[config.mk]
export PLATFORM = sky130hd
export DESIGN_NAME = window_sum_decoder_flat
export DESIGN_NICKNAME = d
export VERILOG_FILES = /design/src/rtl/window_sum_pkg.sv /design/src/rtl/window_sum_decoder_if.sv /design/src/rtl/window_sum_decoder_chan.sv /design/src/rtl/window_sum_decoder.sv /design/src/flat_wrapper.sv
export SDC_FILE = /design/constraint.sdc
export NUM_CORES = 1
export LEC_CHECK = 0
export CORE_UTILIZATION = 53
export CTS_BUF_LIST = sky130_fd_sc_hd__clkbuf_2 sky130_fd_sc_hd__clkbuf_4 sky130_fd_sc_hd__clkbuf_8
export DETAILED_ROUTE_END_ITERATION = 7
export GPL_ROUTABILITY_DRIVEN = 0
export PLACE_DENSITY = 0.83
export REMOVE_ABC_BUFFERS = 1
export SLEW_MARGIN = 20
export SYNTH_ARGS = -nofsm -noshare
export SYNTH_HDL_FRONTEND = slang
export SYNTH_HIERARCHICAL = 1
export SYNTH_SLANG_ARGS = --single-unit
export TNS_END_PERCENT = 10
[constraint.sdc]
create_clock -name clk -period 1.8 [get_ports clk]
set_input_delay 0.27 -clock clk [delete_from_list [all_inputs] [get_ports clk]]
set_output_delay 0.27 -clock clk [all_outputs]
set_load 0.01 [all_outputs]
[src/rtl/window_sum_pkg.sv]
// Shared definitions for the window-sum decoder.
// Holds the default geometry, the fill/steady state encoding and the modular
// decode step. Exports: WINDOW_DEFAULT, SAMPLE_W_DEFAULT, SUM_W_DEFAULT, CALC_W, state_t, decode_step().
package window_sum_pkg;

  localparam int WINDOW_DEFAULT   = 4;
  localparam int SAMPLE_W_DEFAULT = 2;
  localparam int SUM_W_DEFAULT    = 2;

  // Working width of the decode arithmetic; callers keep the low bits they need.
  localparam int CALC_W = 32;

  typedef enum logic {
    ST_FILL   = 1'b0,
    ST_STEADY = 1'b1
  } state_t;

  // One decode step: sum - prev_sum + oldest, reduced mod 2^sum_w.
  // Because the result is only ever truncated further, the low bits are exact
  // even though the subtraction may borrow out of the top of CALC_W.
  function automatic logic [CALC_W-1:0] decode_step(
    input logic [CALC_W-1:0] sum,
    input logic [CALC_W-1:0] prev_sum,
    input logic [CALC_W-1:0] oldest,
    input int                sum_w
  );
    logic [CALC_W-1:0] mask;
    mask = (sum_w >= CALC_W) ? '1 : ((CALC_W'(1) << sum_w) - CALC_W'(1));
    return (sum - prev_sum + oldest) & mask;
  endfunction

endpackage

[src/rtl/window_sum_decoder_if.sv]
// Sum-link receive bus: incoming window sums and the recovered sample outputs.
// Signals: in_valid, sum_x/y/t (toward decoder); out_valid, x/y/t_out (from decoder).
// master = the side feeding sums, slave = the decoder.
interface window_sum_decoder_if #(
  parameter int SAMPLE_W = 2,
  parameter int SUM_W    = 2
);
  logic                in_valid;
  logic [SUM_W-1:0]    sum_x;
  logic [SUM_W-1:0]    sum_y;
  logic [SUM_W-1:0]    sum_t;
  logic                out_valid;
  logic [SAMPLE_W-1:0] x_out;
  logic [SAMPLE_W-1:0] y_out;
  logic [SAMPLE_W-1:0] t_out;

  modport master (
    output in_valid, sum_x, sum_y, sum_t,
    input  out_valid, x_out, y_out, t_out
  );

  modport slave (
    input  in_valid, sum_x, sum_y, sum_t,
    output out_valid, x_out, y_out, t_out
  );
endinterface

[src/rtl/window_sum_decoder_chan.sv]
// Single-channel window-sum decoder: previous sum, sample history, decode datapath.
// Ports: clk, rst_n (async, active-high), clear, load (decode this cycle), sum in,
// sample out (registered; holds between loads and across clear).
module window_sum_chan
  import window_sum_pkg::*;
#(
  parameter int WINDOW   = WINDOW_DEFAULT,
  parameter int SAMPLE_W = SAMPLE_W_DEFAULT,
  parameter int SUM_W    = SUM_W_DEFAULT
) (
  input  logic                clk,
  input  logic                rst_n,
  input  logic                clear,
  input  logic                load,
  input  logic [SUM_W-1:0]    sum,
  output logic [SAMPLE_W-1:0] sample
);

  logic [SUM_W-1:0]           prev_sum;
  // hist[0] is the oldest sample, the one leaving the window on the next decode.
  logic [SAMPLE_W-1:0]        hist [WINDOW];

  logic [CALC_W-1:0]          d_full;
  logic [CALC_W-SAMPLE_W-1:0] d_unused;
  logic [SAMPLE_W-1:0]        d_sample;

  assign d_full = decode_step(CALC_W'(sum), CALC_W'(prev_sum), CALC_W'(hist[0]), SUM_W);
  // Only the low SAMPLE_W bits form the recovered sample.
  assign {d_unused, d_sample} = d_full;

  always_ff @(posedge clk or posedge rst_n) begin
    if (rst_n) begin
      prev_sum <= '0;
      sample   <= '0;
      for (int i = 0; i < WINDOW; i++) hist[i] <= '0;
    end else if (clear) begin
      // Restart history to match a freshly reset encoder; sample keeps its value.
      prev_sum <= '0;
      for (int i = 0; i < WINDOW; i++) hist[i] <= '0;
    end else if (load) begin
      prev_sum <= sum;
      for (int i = 0; i < WINDOW - 1; i++) hist[i] <= hist[i+1];
      hist[WINDOW-1] <= d_sample;
      sample         <= d_sample;
    end
  end

endmodule

[src/rtl/window_sum_decoder.sv]
// Three-channel (x, y, t) inverse of the moving-window sum encoder.
// Ports: clk, rst_n (async, active-high), clear (sync restart), bus (slave: sums in,
// samples out, one-cycle latency, no backpressure), primed, sample_count.
module window_sum_decoder
  import window_sum_pkg::*;
#(
  parameter int WINDOW   = WINDOW_DEFAULT,
  parameter int SAMPLE_W = SAMPLE_W_DEFAULT,
  parameter int SUM_W    = SUM_W_DEFAULT
) (
  input  logic                 clk,
  input  logic                 rst_n,
  input  logic                 clear,
  window_sum_decoder_if.slave  bus,
  output logic                 primed,
  output logic [3:0]           sample_count
);

  localparam logic [3:0] WIN_CNT = 4'(WINDOW);

  state_t     state;
  state_t     state_d;
  logic [3:0] count_d;
  logic       load;
  logic       out_valid_q;

  // clear takes priority: a sum arriving with clear is dropped.
  assign load = bus.in_valid & ~clear;

  always_ff @(posedge clk or posedge rst_n) begin
    if (rst_n) begin
      state        <= ST_FILL;
      sample_count <= '0;
      out_valid_q  <= 1'b0;
    end else begin
      state        <= state_d;
      sample_count <= count_d;
      out_valid_q  <= load;
    end
  end

  always_comb begin
    state_d = state;
    count_d = sample_count;
    if (clear) begin
      state_d = ST_FILL;
      count_d = '0;
    end else if (load) begin
      case (state)
        ST_FILL: begin
          count_d = sample_count + 4'd1;
          if (sample_count + 4'd1 == WIN_CNT) state_d = ST_STEADY;
        end
        // Count stays saturated at WINDOW once steady.
        ST_STEADY: state_d = ST_STEADY;
        default:   state_d = ST_FILL;
      endcase
    end
  end

  assign primed        = (state == ST_STEADY);
  assign bus.out_valid = out_valid_q;

  window_sum_chan #(.WINDOW(WINDOW), .SAMPLE_W(SAMPLE_W), .SUM_W(SUM_W)) u_chan_x (
    .clk(clk), .rst_n(rst_n), .clear(clear), .load(load), .sum(bus.sum_x), .sample(bus.x_out)
  );

  window_sum_chan #(.WINDOW(WINDOW), .SAMPLE_W(SAMPLE_W), .SUM_W(SUM_W)) u_chan_y (
    .clk(clk), .rst_n(rst_n), .clear(clear), .load(load), .sum(bus.sum_y), .sample(bus.y_out)
  );

  window_sum_chan #(.WINDOW(WINDOW), .SAMPLE_W(SAMPLE_W), .SUM_W(SUM_W)) u_chan_t (
    .clk(clk), .rst_n(rst_n), .clear(clear), .load(load), .sum(bus.sum_t), .sample(bus.t_out)
  );

endmodule

[src/flat_wrapper.sv]
// flat-port wrapper written by rule: the top's interface ports become plain ports
module window_sum_decoder_flat import window_sum_pkg::*;
#(
  parameter int WINDOW   = WINDOW_DEFAULT,
  parameter int SAMPLE_W = SAMPLE_W_DEFAULT,
  parameter int SUM_W    = SUM_W_DEFAULT
)
  (clk, rst_n, clear, primed, sample_count, bus_in_valid, bus_sum_x, bus_sum_y, bus_sum_t, bus_out_valid, bus_x_out, bus_y_out, bus_t_out);
  window_sum_decoder_if #(.SAMPLE_W(SAMPLE_W), .SUM_W(SUM_W)) bus_i ();
  input  logic clk;
  input  logic rst_n;
  input  logic clear;
  output logic primed;
  output logic [3:0] sample_count;
  input wire logic [$bits(bus_i.in_valid)-1:0] bus_in_valid;
  input wire logic [$bits(bus_i.sum_x)-1:0] bus_sum_x;
  input wire logic [$bits(bus_i.sum_y)-1:0] bus_sum_y;
  input wire logic [$bits(bus_i.sum_t)-1:0] bus_sum_t;
  output wire logic [$bits(bus_i.out_valid)-1:0] bus_out_valid;
  output wire logic [$bits(bus_i.x_out)-1:0] bus_x_out;
  output wire logic [$bits(bus_i.y_out)-1:0] bus_y_out;
  output wire logic [$bits(bus_i.t_out)-1:0] bus_t_out;
  assign bus_i.in_valid = bus_in_valid;
  assign bus_i.sum_x = bus_sum_x;
  assign bus_i.sum_y = bus_sum_y;
  assign bus_i.sum_t = bus_sum_t;
  assign bus_out_valid = bus_i.out_valid;
  assign bus_x_out = bus_i.x_out;
  assign bus_y_out = bus_i.y_out;
  assign bus_t_out = bus_i.t_out;
  window_sum_decoder #(.WINDOW(WINDOW), .SAMPLE_W(SAMPLE_W), .SUM_W(SUM_W)) u_core (.clk(clk), .rst_n(rst_n), .clear(clear), .bus(bus_i), .primed(primed), .sample_count(sample_count));
endmodule
======== Word-level counts from Yosys, hierarchy flattened ========
Index checks and enable logic that the tools add are counted.
word-level totals
  register bits after elaboration ......... 42
  bits of input ports ..................... 10
operators by class
  add/subtract/negate cells ............... 7
  equal/unequal tests ..................... 2
  multiplexer cells ....................... 19
  bitwise logic cells ..................... 3
  reduce and logical (&&, ||, !) cells .... 3
operators by type and width
  operator                                             count
  2-to-1 mux 8 bit                                     6
  2-to-1 mux 2 bit                                     6
  2-to-1 mux 4 bit                                     3
  adder 2 bit                                          3
  subtractor 2 bit                                     3
  adder 4 x 1 -> 4 bit, second input constant          1
  equality test 4 x 3 -> 1 bit, second input constant  1
  AND reduction 2 bit                                  2
  2-to-1 mux 1 bit                                     3
  inequality test 2 bit, second input constant         1
  NOT 1 bit                                            2
  one-hot mux 1 bit (2 select lines)                   1
  nonzero test 2 bit                                   1
  AND 1 bit                                            1

======== Depth between registers and ports, before layout ========
Gate-level depths: netlist (run 1).
  word-level depth ........................ 6
  mapped depth ............................ 7

======== Modules after synthesis ========
Netlist (run 1), hierarchy kept.
modules (own cells, without submodules)
  module              times used  cells an instance  area an instance (um^2)  sequential area each (um^2)
  window_sum_chan     3           46                 548.0                    300.3
  window_sum_decoder  1           28                 306.5                    150.1

======== Worst setup path before layout (run 1) ========
OpenSTA, ideal clock, no wires.
  path type ............................... register -> register
  start ................................... register u_core.u_chan_t.prev_sum[0]
  end ..................................... register u_core/u_chan_t/hist[1] (netlist name)
  library setup time ...................... 0.133 ns
  data arrival time ....................... 1.236 ns
  required time ........................... 1.667 ns
  path slack .............................. 0.431 ns
  stages on the path, launching flop included .. 7
  clock period less this slack ............ 1.369 ns
  cell sequence ........................... dfrtp_1 -> ha_1 -> inv_1 -> ha_1 -> xnor2_1 -> xnor2_1 -> o22ai_1
between the ends
  word-level cells in the longest chain between the ends .. 4
ends and longest elaborated chain
  item                             line                           source
  from (decl)                      window_sum_decoder_chan.sv:19  logic [SUM_W-1:0] prev_sum;
  from (signal assigned)           window_sum_decoder_chan.sv:41  prev_sum <= sum;
  subtractor 2 bit                 window_sum_pkg.sv:29           return (sum - prev_sum + oldest) & mask;
  adder 2 bit                      window_sum_pkg.sv:29
  2-to-1 mux 8 bit                 window_sum_decoder_chan.sv:40  end else if (load) begin
  2-to-1 mux 8 bit                 window_sum_decoder_chan.sv:36  end else if (clear) begin
  to (signal, indexed assignment)  window_sum_decoder_chan.sv:43  hist[WINDOW-1] <= d_sample;
  to (decl)                        window_sum_decoder_chan.sv:21  logic [SAMPLE_W-1:0] hist [WINDOW];
No other way between the ends. The select of a mux whose other input is x is not followed.
A chain may end at the register's enable or synchronous reset.

======== Worst setup path in the final report (run 1) ========
  start ................................... register u_core.u_chan_y.prev_sum[0]
  end ..................................... register u_core/u_chan_y/hist[1] (netlist name)
between the ends
  word-level cells in the longest chain between the ends .. 4
ends and longest elaborated chain
  item                             line
  from (decl)                      window_sum_decoder_chan.sv:19
  from (signal assigned)           window_sum_decoder_chan.sv:41
  subtractor 2 bit                 window_sum_pkg.sv:29
  adder 2 bit                      window_sum_pkg.sv:29
  2-to-1 mux 8 bit                 window_sum_decoder_chan.sv:40
  2-to-1 mux 8 bit                 window_sum_decoder_chan.sv:36
  to (signal, indexed assignment)  window_sum_decoder_chan.sv:43
  to (decl)                        window_sum_decoder_chan.sv:21
No other way between the ends. The select of a mux whose other input is x is not followed.

==> results of run 1 <==
## worst reg2reg max path, cell delays in order (launching register included)
cell,delay [ns]
dfrtp_1,0.40
ha_1,0.29
inv_1,0.04
ha_1,0.17
xnor2_1,0.14
xnor2_1,0.28
o22ai_1,0.14
## placed cells by master, fill, tap and decap left out, drive strengths merged
cell type      Yosys  final
nand3              1      1
nor2              30     30
buf                3      9
or3                1      1
a21oi              1      1
o21ai              4      4
nand3b             1      1
dfrtp             42     42
nand2              3      3
and2b              1      1
xnor3              3      3
clkdlybuf4s50      0     21
inv               11     11
ha                 8      8
nor2b              1      1
mux2i             28     28
xor2               2      2
xnor2              8      8
nand2b             7      7
mux2               3      3
o22ai              3      3
a31oi              1      1
clkbuf             3      8
a211oi             1      1
## cell usage after synthesis (all sizes together)
cell type,instances,area [µm²]
o22ai,3,18.8
ha,8,100
nand3b,1,7.51
a21oi,1,5.00
nand2,3,11.3
nand3,1,10.0
inv,11,41.3
a211oi,1,7.51
nor2,30,113
xnor3,3,67.6
mux2i,28,280
mux2,3,33.8
a31oi,1,6.26
and2b,1,7.51
xor2,2,17.5
xnor2,8,70.1
dfrtp,42,1050
o21ai,4,20.0
or3,1,6.26
nand2b,7,43.8
clkbuf,3,11.3
nor2b,1,6.26
buf,3,15.0
## cell families (layout without fill, tap and decap cells)
logic type	after synthesis	after routing	share of synthesized area
and+or+nand+nor	45	45	0.105
DFF	42	42	0.539
muxes	31	31	0.161
buffers and inverters	17	49	0.0346
xor gates and xnor gates	13	13	0.0795
AOI/OAI and AO/OA	10	10	0.0295
adders and majority gates	8	8	0.0513
## final cells by class
| cell class | count | area share |
|---|---|---|
| inverter | 11 | 0.0174 |
| sequential | 42 | 0.442 |
| timing repair buffer | 30 | 0.117 |
| clock buffer | 8 | 0.0463 |
| multi-input combinational | 107 | 0.353 |
| tap | 46 | 0.0242 |
## sequential cells by signal, indices dropped and copies added, names as in the netlist
register,flops
u_core/u_chan_t/hist,8
u_core/u_chan_x/hist,8
u_core/u_chan_y/hist,8
u_core/sample_count,4
u_core/u_chan_t/prev_sum,2
u_core/u_chan_t/sample,2
u_core/u_chan_x/prev_sum,2
u_core/u_chan_x/sample,2
u_core/u_chan_y/prev_sum,2
u_core/u_chan_y/sample,2
u_core/bus.out_valid,1
u_core/primed,1
## per-layer routing
layer / GRT usage / wire, µm
met1: 0.258 / 1540
met2: 0.342 / 1800
met3: 0.0748 / 128
met4: 0.0785 / 42
met5: 0 / 0
## path summary, 6_finish.rpt
path	slack, ns	cells after the start	startpoint	endpoint
worst min register to register	0.51	2	u_core/u_chan_t/sample[1]$_DFFE_PP0P_	u_core/u_chan_t/sample[1]$_DFFE_PP0P_
worst max register to register	0.22	6	u_core/u_chan_y/prev_sum[0]$_DFFE_PP0P_	u_core/u_chan_y/hist[1]$_DFFE_PP0P_
worst min-delay path	0.31	2	rst_n	u_core/sample_count[3]$_DFFE_PP0P_
min in group clk	0.51	2	u_core/u_chan_t/sample[1]$_DFFE_PP0P_	u_core/u_chan_t/sample[1]$_DFFE_PP0P_
worst max-delay path	0.22	6	u_core/u_chan_y/prev_sum[0]$_DFFE_PP0P_	u_core/u_chan_y/hist[1]$_DFFE_PP0P_
max in group asynchronous	1.08	2	rst_n	u_core/u_chan_x/sample[0]$_DFFE_PP0P_
## stage by stage
stage                     setup WS, ns  instance area, µm²  cells  total power (W)
after floorplan                  -1.25                1920    160          0.00121
after global placement          0.0492                2270    236          0.00135
after detailed placement        0.0439                2270    236          0.00136
after CTS                        0.205                2380    244          0.00207
after global routing             0.153                2380    244          0.00214
final                            0.220                2380    244          0.00204
## where the power goes
part / internal [W] / switching [W]
clock network: 0.000387 / 0.000308
logic: 0.000168 / 0.000142
registers: 0.000997 / 0.0000354
total: 0.00155 / 0.000486
==> results.json, run 1 <==
{
  "status": "complete, no violations",
  "drive_gt1_frac": 0.111,
  "tightest_slew_ns": 0.469,
  "cp_max_fo": 2,
  "drt_iter0_drc": 42,
  "min_period_ns": 1.58,
  "fmax_mhz": 633,
  "setup_viol": 0,
  "finish.utilization": 0.691,
  "netlist_instances": 166,
  "portBuffers": 21,
  "grt_max_degree": 17,
  "vdd_drop_max_mv": 0.703,
  "regArea_um2": 1050,
  "cts_root_buf": "clkbuf_8",
  "timing.max_cap.violations": 0,
  "cts_tree": "yes",
  "start_util": 0.567,
  "hold_ws_ns": 0.306,
  "cts-hold-fix-buffers": 0,
  "ios": 22,
  "diodes": 0,
  "ys_warn_count": 6,
  "wl_per_cell_um": 14.4,
  "drcViolationCount": 0,
  "grt_first_pass_wirelength_mm": 6.16,
  "multi_input_area_um2": 840,
  "rsz0062_at_grt": "no",
  "synthDistinctLibCells": 24,
  "numCtsBuffers": 5,
  "clock_path_buffers": 2,
  "rows": 21,
  "num-fill-cells": 249,
  "routed_wl_mm": 3.52,
  "fp.dieH_um": 62.7,
  "antenna_found_initial": 0,
  "cp_num_buf_inv": 1,
  "p_per_area_nw_per_um2": 857,
  "critical_path_class": "reg -> reg",
  "dp_hpwl_mm": 2.66,
  "cts.clk_slew.worst_paths_ns": 0.07,
  "vias": 1262,
  "leakage_nw": 1.13,
  "viasPerCell": 5.17,
  "cp-end-kind": "flop",
  "postRouteAntennaNets": 0,
  "grt_pass1_vias": 1349,
  "worst_path_max_delay_cell": "dfrtp_1",
  "maxSlewHeadroom": 0.687,
  "track_usage": 0.211,
  "cp_top_family": "adder cells",
  "post-route-period-util": 0.878,
  "hp-class": "in -> async",
  "worstPathRequired_ns": 1.97,
  "cts_resized": 0,
  "synth_area_um2": 1950,
  "areaGrowthSynthToFinish_pct": 21.9,
  "ys_seq_area_frac": 0.539,
  "cts_sinks": 42,
  "avgSynthCellArea_um2": 11.8,
  "finalHoldViolCount": 0,
  "critPathLaunchType": "flop",
  "max_stage_delay_ns": 0.40,
  "tns_ns": 0,
  "post-cts-setup-buffers": 0,
  "h-tree-depth": 2,
  "nets": 215,
  "drt-pass1-iter-count": 4,
  "critPathArrivalTime_ns": 1.75,
  "skew_ns": 0.00447,
  "dieWidth_um": 62.7,
  "core_um2": 3440,
  "slew_viol_final": 0,
  "overflow": 0,
  "die-area_um2": 3930,
  "synth_seq_cells": 42,
  "path_cells": "ha_1 > inv_1 > ha_1 > xnor2_1 > xnor2_1 > o22ai_1",
  "clk_latency_ns": 0.30
}
Note: power is estimated with default switching activity, not from simulation.
==> inputs of run 2 (changes only) <==
--- a/config.mk
+++ b/config.mk
@@ -5,11 +5,12 @@
 export SDC_FILE = /design/constraint.sdc
 export NUM_CORES = 1
 export LEC_CHECK = 0
+export ABC_AREA = 1
 export CORE_UTILIZATION = 53
 export CTS_BUF_LIST = sky130_fd_sc_hd__clkbuf_2 sky130_fd_sc_hd__clkbuf_4 sky130_fd_sc_hd__clkbuf_8
 export DETAILED_ROUTE_END_ITERATION = 7
 export GPL_ROUTABILITY_DRIVEN = 0
-export PLACE_DENSITY = 0.83
+export PLACE_DENSITY = 0.82
 export REMOVE_ABC_BUFFERS = 1
 export SLEW_MARGIN = 20
 export SYNTH_ARGS = -nofsm -noshare
==> results.json, run 2 <==
{
  "status": "complete, no violations",
  "grt_first_pass_wirelength_mm": 6.15,
  "synthTopCellsByArea": "dfrtp_1 51%, nand2_1 11%, inv_1 7.1%",
  "cp-end-kind": "output port",
  "overflow": 0,
  "fp.dieH_um": 64.5,
  "p_clk_frac": 0.357,
  "p_per_area_nw_per_um2": 832,
  "path_cells": "clkdlybuf4s50_1",
  "ys_warn_count": 6,
  "avgSynthCellArea_um2": 8.87,
  "cp_num_buf_inv": 1,
  "synth_seq_cells": 42,
  "fmax_mhz": 624,
  "ys_seq_area_frac": 0.508,
  "met2_usage": 0.301,
  "yosysMostFrequentCell": "nand2_1",
  "core_um2": 3690,
  "critPathArrivalTime_ns": 1.33,
  "dp_hpwl_mm": 2.63,
  "h-tree-depth": 2,
  "synth_common_cells": "60 x nand2_1, 42 x dfrtp_1, 39 x inv_1, 18 x nand3_1, 15 x o22ai_1",
  "critical_path_class": "reg -> out",
  "leakage_nw": 1.22,
  "synth-edff-count": 0,
  "grt_use_met1": 0.264,
  "finalNonFillerCells": 312,
  "skew_ns": 0.00286,
  "vias": 1531,
  "postRouteAntennaNets": 0,
  "top_regs": "u_core/u_chan_t/hist (8), u_core/u_chan_x/hist (8), u_core/u_chan_y/hist (8)",
  "start_util": 0.560,
  "comb_power_share": 0.145,
  "setup_viol": 0,
  "clk_latency_ns": 0.28,
  "post-cts-setup-buffers": 0,
  "critPathLaunchType": "flop",
  "grt_max_degree": 13,
  "timing.max_cap.violations": 0,
  "dieWidth_um": 64.5,
  "netlist_instances": 233,
  "wl_per_cell_um": 11.0,
  "gr-usage-met3": 0.0475,
  "cts_tree": "yes",
  "busiest_layer": "met2",
  "hp-class": "in -> async",
  "num-fill-cells": 309,
  "numCtsBuffers": 5,
  "track_usage": 0.196,
  "cts_root_buf": "clkbuf_8",
  "cts_sinks": 42,
  "areaGrowthSynthToFinish_pct": 19.6,
  "layout_commonest_cell": "nand2_1",
  "diodes": 0,
  "cts-hold-fix-buffers": 0,
  "finalHoldViolCount": 0,
  "vdd_drop_max_mv": 0.625,
  "post-route-period-util": 0.890,
  "nets": 282,
  "viasPerCell": 4.91,
  "drt-pass1-iter-count": 4,
  "min_period_ns": 1.60,
  "worstPathRequired_ns": 1.53,
  "clock_path_buffers": 2,
  "p_sw_frac": 0.235,
  "drcViolationCount": 0,
  "ios": 22,
  "synthDistinctLibCells": 20,
  "cp_top_family": "buffers and inverters",
  "tns_ns": 0,
  "async_flop_share": 1.00,
  "routed_wl_mm": 3.45,
  "dp.cells": 305,
  "worst_path_max_delay_cell": "clkdlybuf4s50_1",
  "drive_gt1_frac": 0.170,
  "seq_power_share": 0.498,
  "p_int_w": 0.00157,
  "portBuffers": 21,
  "ys.flop_type": "dfrtp_1",
  "grt_pass1_vias": 1410,
  "power_w": 0.00206,
  "final_cell_mix": "60 x nand2_1, 42 x dfrtp_1, 39 x inv_1",
  "p_sw_w": 0.000484,
  "rows": 22,
  "rsz0062_at_grt": "no",
  "drt_iter0_drc": 63,
  "slew_viol_final": 0,
  "tightest_slew_ns": 0.457,
  "cp_max_fo": 7,
  "yosysTopAreaCell": "dfrtp_1",
  "maxSlewHeadroom": 0.695,
  "synth_top_area_frac": 0.508,
  "finish.utilization": 0.670,
  "synth_area_um2": 2070,
  "cts.clk_slew.worst_paths_ns": 0.07,
  "die-area_um2": 4150,
  "max_stage_delay_ns": 0.58,
  "antenna_found_initial": 0,
  "cts_resized": 0
}
[run 2: changes by cell type after synthesis, sizes merged, moves of 5 or more]
cell / before / now
nand3: 1 / 18
inv: 11 / 53
nand2: 3 / 64
xnor2: 8 / 3
nand2b: 7 / 0
o22ai: 3 / 15
o21ai: 4 / 14
mux2i: 28 / 0
nor2: 30 / 8
[run 2: worst reg2reg max path, stage by stage (launching register included)]
cell and delay (ns):
dfrtp_1 0.40, ha_1 0.29, inv_1 0.06, ha_1 0.18, inv_1 0.07, nand2_1 0.08
nand2_1 0.06, nand2_1 0.05, nand3_1 0.07, nand3_1 0.11, nand2_1 0.06
[run 2: cell families (layout without fill, tap and decap cells)]
family,Yosys count,in the layout,synth area share
buffers and inverters,53,84,0.0999
AO/OA/AOI/OAI,33,33,0.113
flip-flops,42,42,0.508
AND/OR/NAND/NOR,91,91,0.205
XOR/XNOR,6,6,0.0254
adder cells (fa/ha/maj),8,8,0.0484
[run 2: routing by layer]
| layer | vias up | wire (µm) |
|---|---|---|
| met3 | 5 | 111 |
| met5 | - | 0 |
| met1 | 709 | 1700 |
| li1 | 794 | - |
| met2 | 23 | 1580 |
| met4 | 0 | 54 |
[run 2: power by group through the flow]
stage / Sequential (W) / Combinational [W] / Clock [W]
after detailed placement: 0.00104 / 0.000299 / 0
final: 0.00102 / 0.000299 / 0.000733
after CTS: 0.00103 / 0.000302 / 0.000748
after floorplan: 0.00105 / 0.000157 / 0
after global placement: 0.00104 / 0.000293 / 0
after global routing: 0.00103 / 0.000336 / 0.000785
[run 2: layout make-up]
class	count	area, µm²	share of cell area
sequential	42	1050	0.425
multi-input combinational	138	810	0.327
timing repair buffer	24	233	0.0941
inverter	53	206	0.0835
clock buffer	6	82.6	0.0334
tap	48	60.1	0.0243
clock inverter	1	30.0	0.0121
[run 2: path summary, 6_finish.rpt]
check                                                         from                                   to  slack [ns]  cells after the start
hold / removal                                               rst_n            u_core/primed$_DFFE_PP0P_        0.28                      2
setup / recovery                u_core/sample_count[0]$_DFFE_PP0P_                      sample_count[0]        0.20                      1
max in group asynchronous                                    rst_n  u_core/u_chan_x/hist[0]$_DFFE_PP0P_        1.10                      2
setup reg to reg           u_core/u_chan_t/prev_sum[0]$_DFFE_PP0P_  u_core/u_chan_t/hist[1]$_DFFE_PP0P_        0.27                     10
hold reg to reg                u_core/u_chan_t/hist[1]$_DFFE_PP0P_  u_core/u_chan_t/hist[1]$_DFFE_PP0P_        0.48                      2
min in group clk               u_core/u_chan_t/hist[1]$_DFFE_PP0P_  u_core/u_chan_t/hist[1]$_DFFE_PP0P_        0.48                      2
[run 2: metrics by stage]
step / hold slack [ns] / worst slack (ns) / cell area, µm²
after detailed placement: 0.466 / 0.111 / 2360
after global routing: 0.345 / 0.125 / 2470
after floorplan: 0.0610 / 0.450 / 2070
final: 0.284 / 0.199 / 2470
after global placement: 0.464 / 0.133 / 2360
after CTS: 0.291 / 0.183 / 2470
==> inputs of run 3 (changes only) <==
--- a/config.mk
+++ b/config.mk
@@ -6,6 +6,7 @@
 export NUM_CORES = 1
 export LEC_CHECK = 0
 export ABC_AREA = 1
+export CORE_ASPECT_RATIO = 1.25
 export CORE_UTILIZATION = 53
 export CTS_BUF_LIST = sky130_fd_sc_hd__clkbuf_2 sky130_fd_sc_hd__clkbuf_4 sky130_fd_sc_hd__clkbuf_8
 export DETAILED_ROUTE_END_ITERATION = 7
==> results.json, run 3 (synthesized netlist as in run 2, its figures left out) <==
{
  "status": "finished with violations",
  "violations": "design-rule violations",
  "routed_wl_mm": 3.44,
  "cts-hold-fix-buffers": 0,
  "hp-class": "in -> async",
  "setup_viol": 0,
  "grt_first_pass_wirelength_mm": 6.00,
  "dieWidth_um": 57.9,
  "numCtsBuffers": 5,
  "rows": 25,
  "cts_resized": 0,
  "postRouteAntennaNets": 0,
  "maxSlewHeadroom": 0.693,
  "post-cts-setup-buffers": 0,
  "nets": 282,
  "core_um2": 3750,
  "critPathLaunchType": "flop",
  "fp.dieH_um": 71.8,
  "r2r_cells": 10,
  "layout_commonest_cell": "nand2_1",
  "critPathArrivalTime_ns": 1.31,
  "ios": 22,
  "cts_sinks": 42,
  "cts_root_buf": "clkbuf_8",
  "track_usage": 0.194,
  "rr_startpoint": "u_core/u_chan_x/prev_sum[0]$_DFFE_PP0P_",
  "finalHoldViolCount": 0,
  "h-tree-depth": 2,
  "grt_pass1_vias": 1409,
  "leakage_nw": 1.21,
  "p_per_area_nw_per_um2": 777,
  "tns_ns": 0,
  "post-route-period-util": 0.879,
  "drt_iter0_drc": 54,
  "viasPerCell": 5.02,
  "start_util": 0.551,
  "diodes": 0,
  "vdd_drop_max_mv": 0.561,
  "pre_cts_ws_ns": 0.106,
  "cp_max_fo": 7,
  "drcViolationCount": 2,
  "path_cells": "clkdlybuf4s50_1",
  "tightest_slew_ns": 0.460,
  "min_period_ns": 1.58,
  "final_cell_mix": "60 x nand2_1, 42 x dfrtp_1, 39 x inv_1",
  "cp-end-kind": "output port",
  "clk_latency_ns": 0.28,
  "drt-pass1-iter-count": 6,
  "portBuffers": 21,
  "dp_hpwl_mm": 2.63,
  "cp_top_family": "buffers and inverters",
  "timing.max_cap.violations": 0,
  "worstPathRequired_ns": 1.53,
  "setup_ws_ns": 0.219,
  "clock_path_buffers": 2,
  "critical_path_class": "reg -> out",
  "worst_path_max_delay_cell": "clkdlybuf4s50_1",
  "finish.utilization": 0.648,
  "top_regs": "u_core/u_chan_t/hist (8), u_core/u_chan_x/hist (8), u_core/u_chan_y/hist (8)",
  "die-area_um2": 4160,
  "timing.rr.end": "u_core/u_chan_x/sample[1]$_DFFE_PP0P_",
  "slew_viol_final": 0,
  "rsz0062_at_grt": "no",
  "r2r_slack_ns": 0.30,
  "fmax_mhz": 632,
  "wl_per_cell_um": 11.4,
  "cp_num_buf_inv": 1,
  "grt_max_degree": 13,
  "cts.clk_slew.worst_paths_ns": 0.07,
  "overflow": 0,
  "antenna_found_initial": 0,
  "areaGrowthSynthToFinish_pct": 17.7,
  "cts_tree": "yes",
  "max_stage_delay_ns": 0.58,
  "drive_gt1_frac": 0.167,
  "vias": 1521,
  "skew_ns": 0.00339
}
==> run 3: per-layer routing <==
metal	track usage	routed length [µm]	vias up
met5	0	0	-
met4	0.106	85	0
met3	0.0523	108	6
met2	0.299	1630	19
met1	0.248	1620	698
li1	-	-	798
==> run 3: worst max path at each step <==
stage / endpoint / cells past startpoint / slack (ns) / startpoint
finish: sample_count[0] / 1 / 0.22 / u_core/sample_count[0]$_DFFE_PP0P_
global route: u_core/u_chan_x/sample[1]$_DFFE_PP0P_ / 10 / 0.14 / u_core/u_chan_x/prev_sum[0]$_DFFE_PP0P_
CTS: sample_count[0] / 1 / 0.20 / u_core/sample_count[0]$_DFFE_PP0P_
detailed placement: u_core/u_chan_t/sample[0]$_DFFE_PP0P_ / 8 / 0.11 / bus_in_valid
global placement: u_core/u_chan_t/hist[3]$_DFFE_PP0P_ / 8 / 0.13 / clear
floorplan: u_core/u_chan_t/hist[1]$_DFFE_PP0P_ / 10 / 0.45 / u_core/u_chan_t/prev_sum[0]$_DFFE_PP0P_
==> run 3: metrics by stage <==
stage / power, W / cell area, µm² / hold slack (ns) / std cells
after floorplan: 0.00121 / 2070 / 0.0610 / 233
after global placement: 0.00133 / 2350 / 0.462 / 297
after detailed placement: 0.00134 / 2350 / 0.471 / 297
after CTS: 0.00193 / 2430 / 0.305 / 303
after global routing: 0.00200 / 2430 / 0.360 / 303
final: 0.00189 / 2430 / 0.307 / 303
==> run 3: worst register-to-register path: stages, from the launching register on <==
cell     delay (ns)
dfrtp_1        0.40
ha_1           0.29
inv_1          0.05
ha_1           0.16
inv_1          0.07
nand2_1        0.08
nand2_1        0.05
nand2_1        0.05
nand3_1        0.06
nand3_1        0.10
nand2_1        0.07
==> run 3: cell type report <==
| type | count | area, µm² |
|---|---|---|
| Inverter | 53 | 206 |
| Fill cell | 310 | 1320 |
| Tap cell | 40 | 50.0 |
| Multi-Input combinational cell | 138 | 810 |
| Timing Repair Buffer | 24 | 233 |
| Sequential cell | 42 | 1050 |
| Clock buffer | 6 | 82.6 |
==> run 3: report_power, final <==
part           internal (W)  switching [W]  leakage (nW)
Combinational      0.000137       0.000161         0.596
Sequential         0.000992      0.0000298         0.570
Clock              0.000295       0.000275        0.0431
Total               0.00142       0.000466          1.21
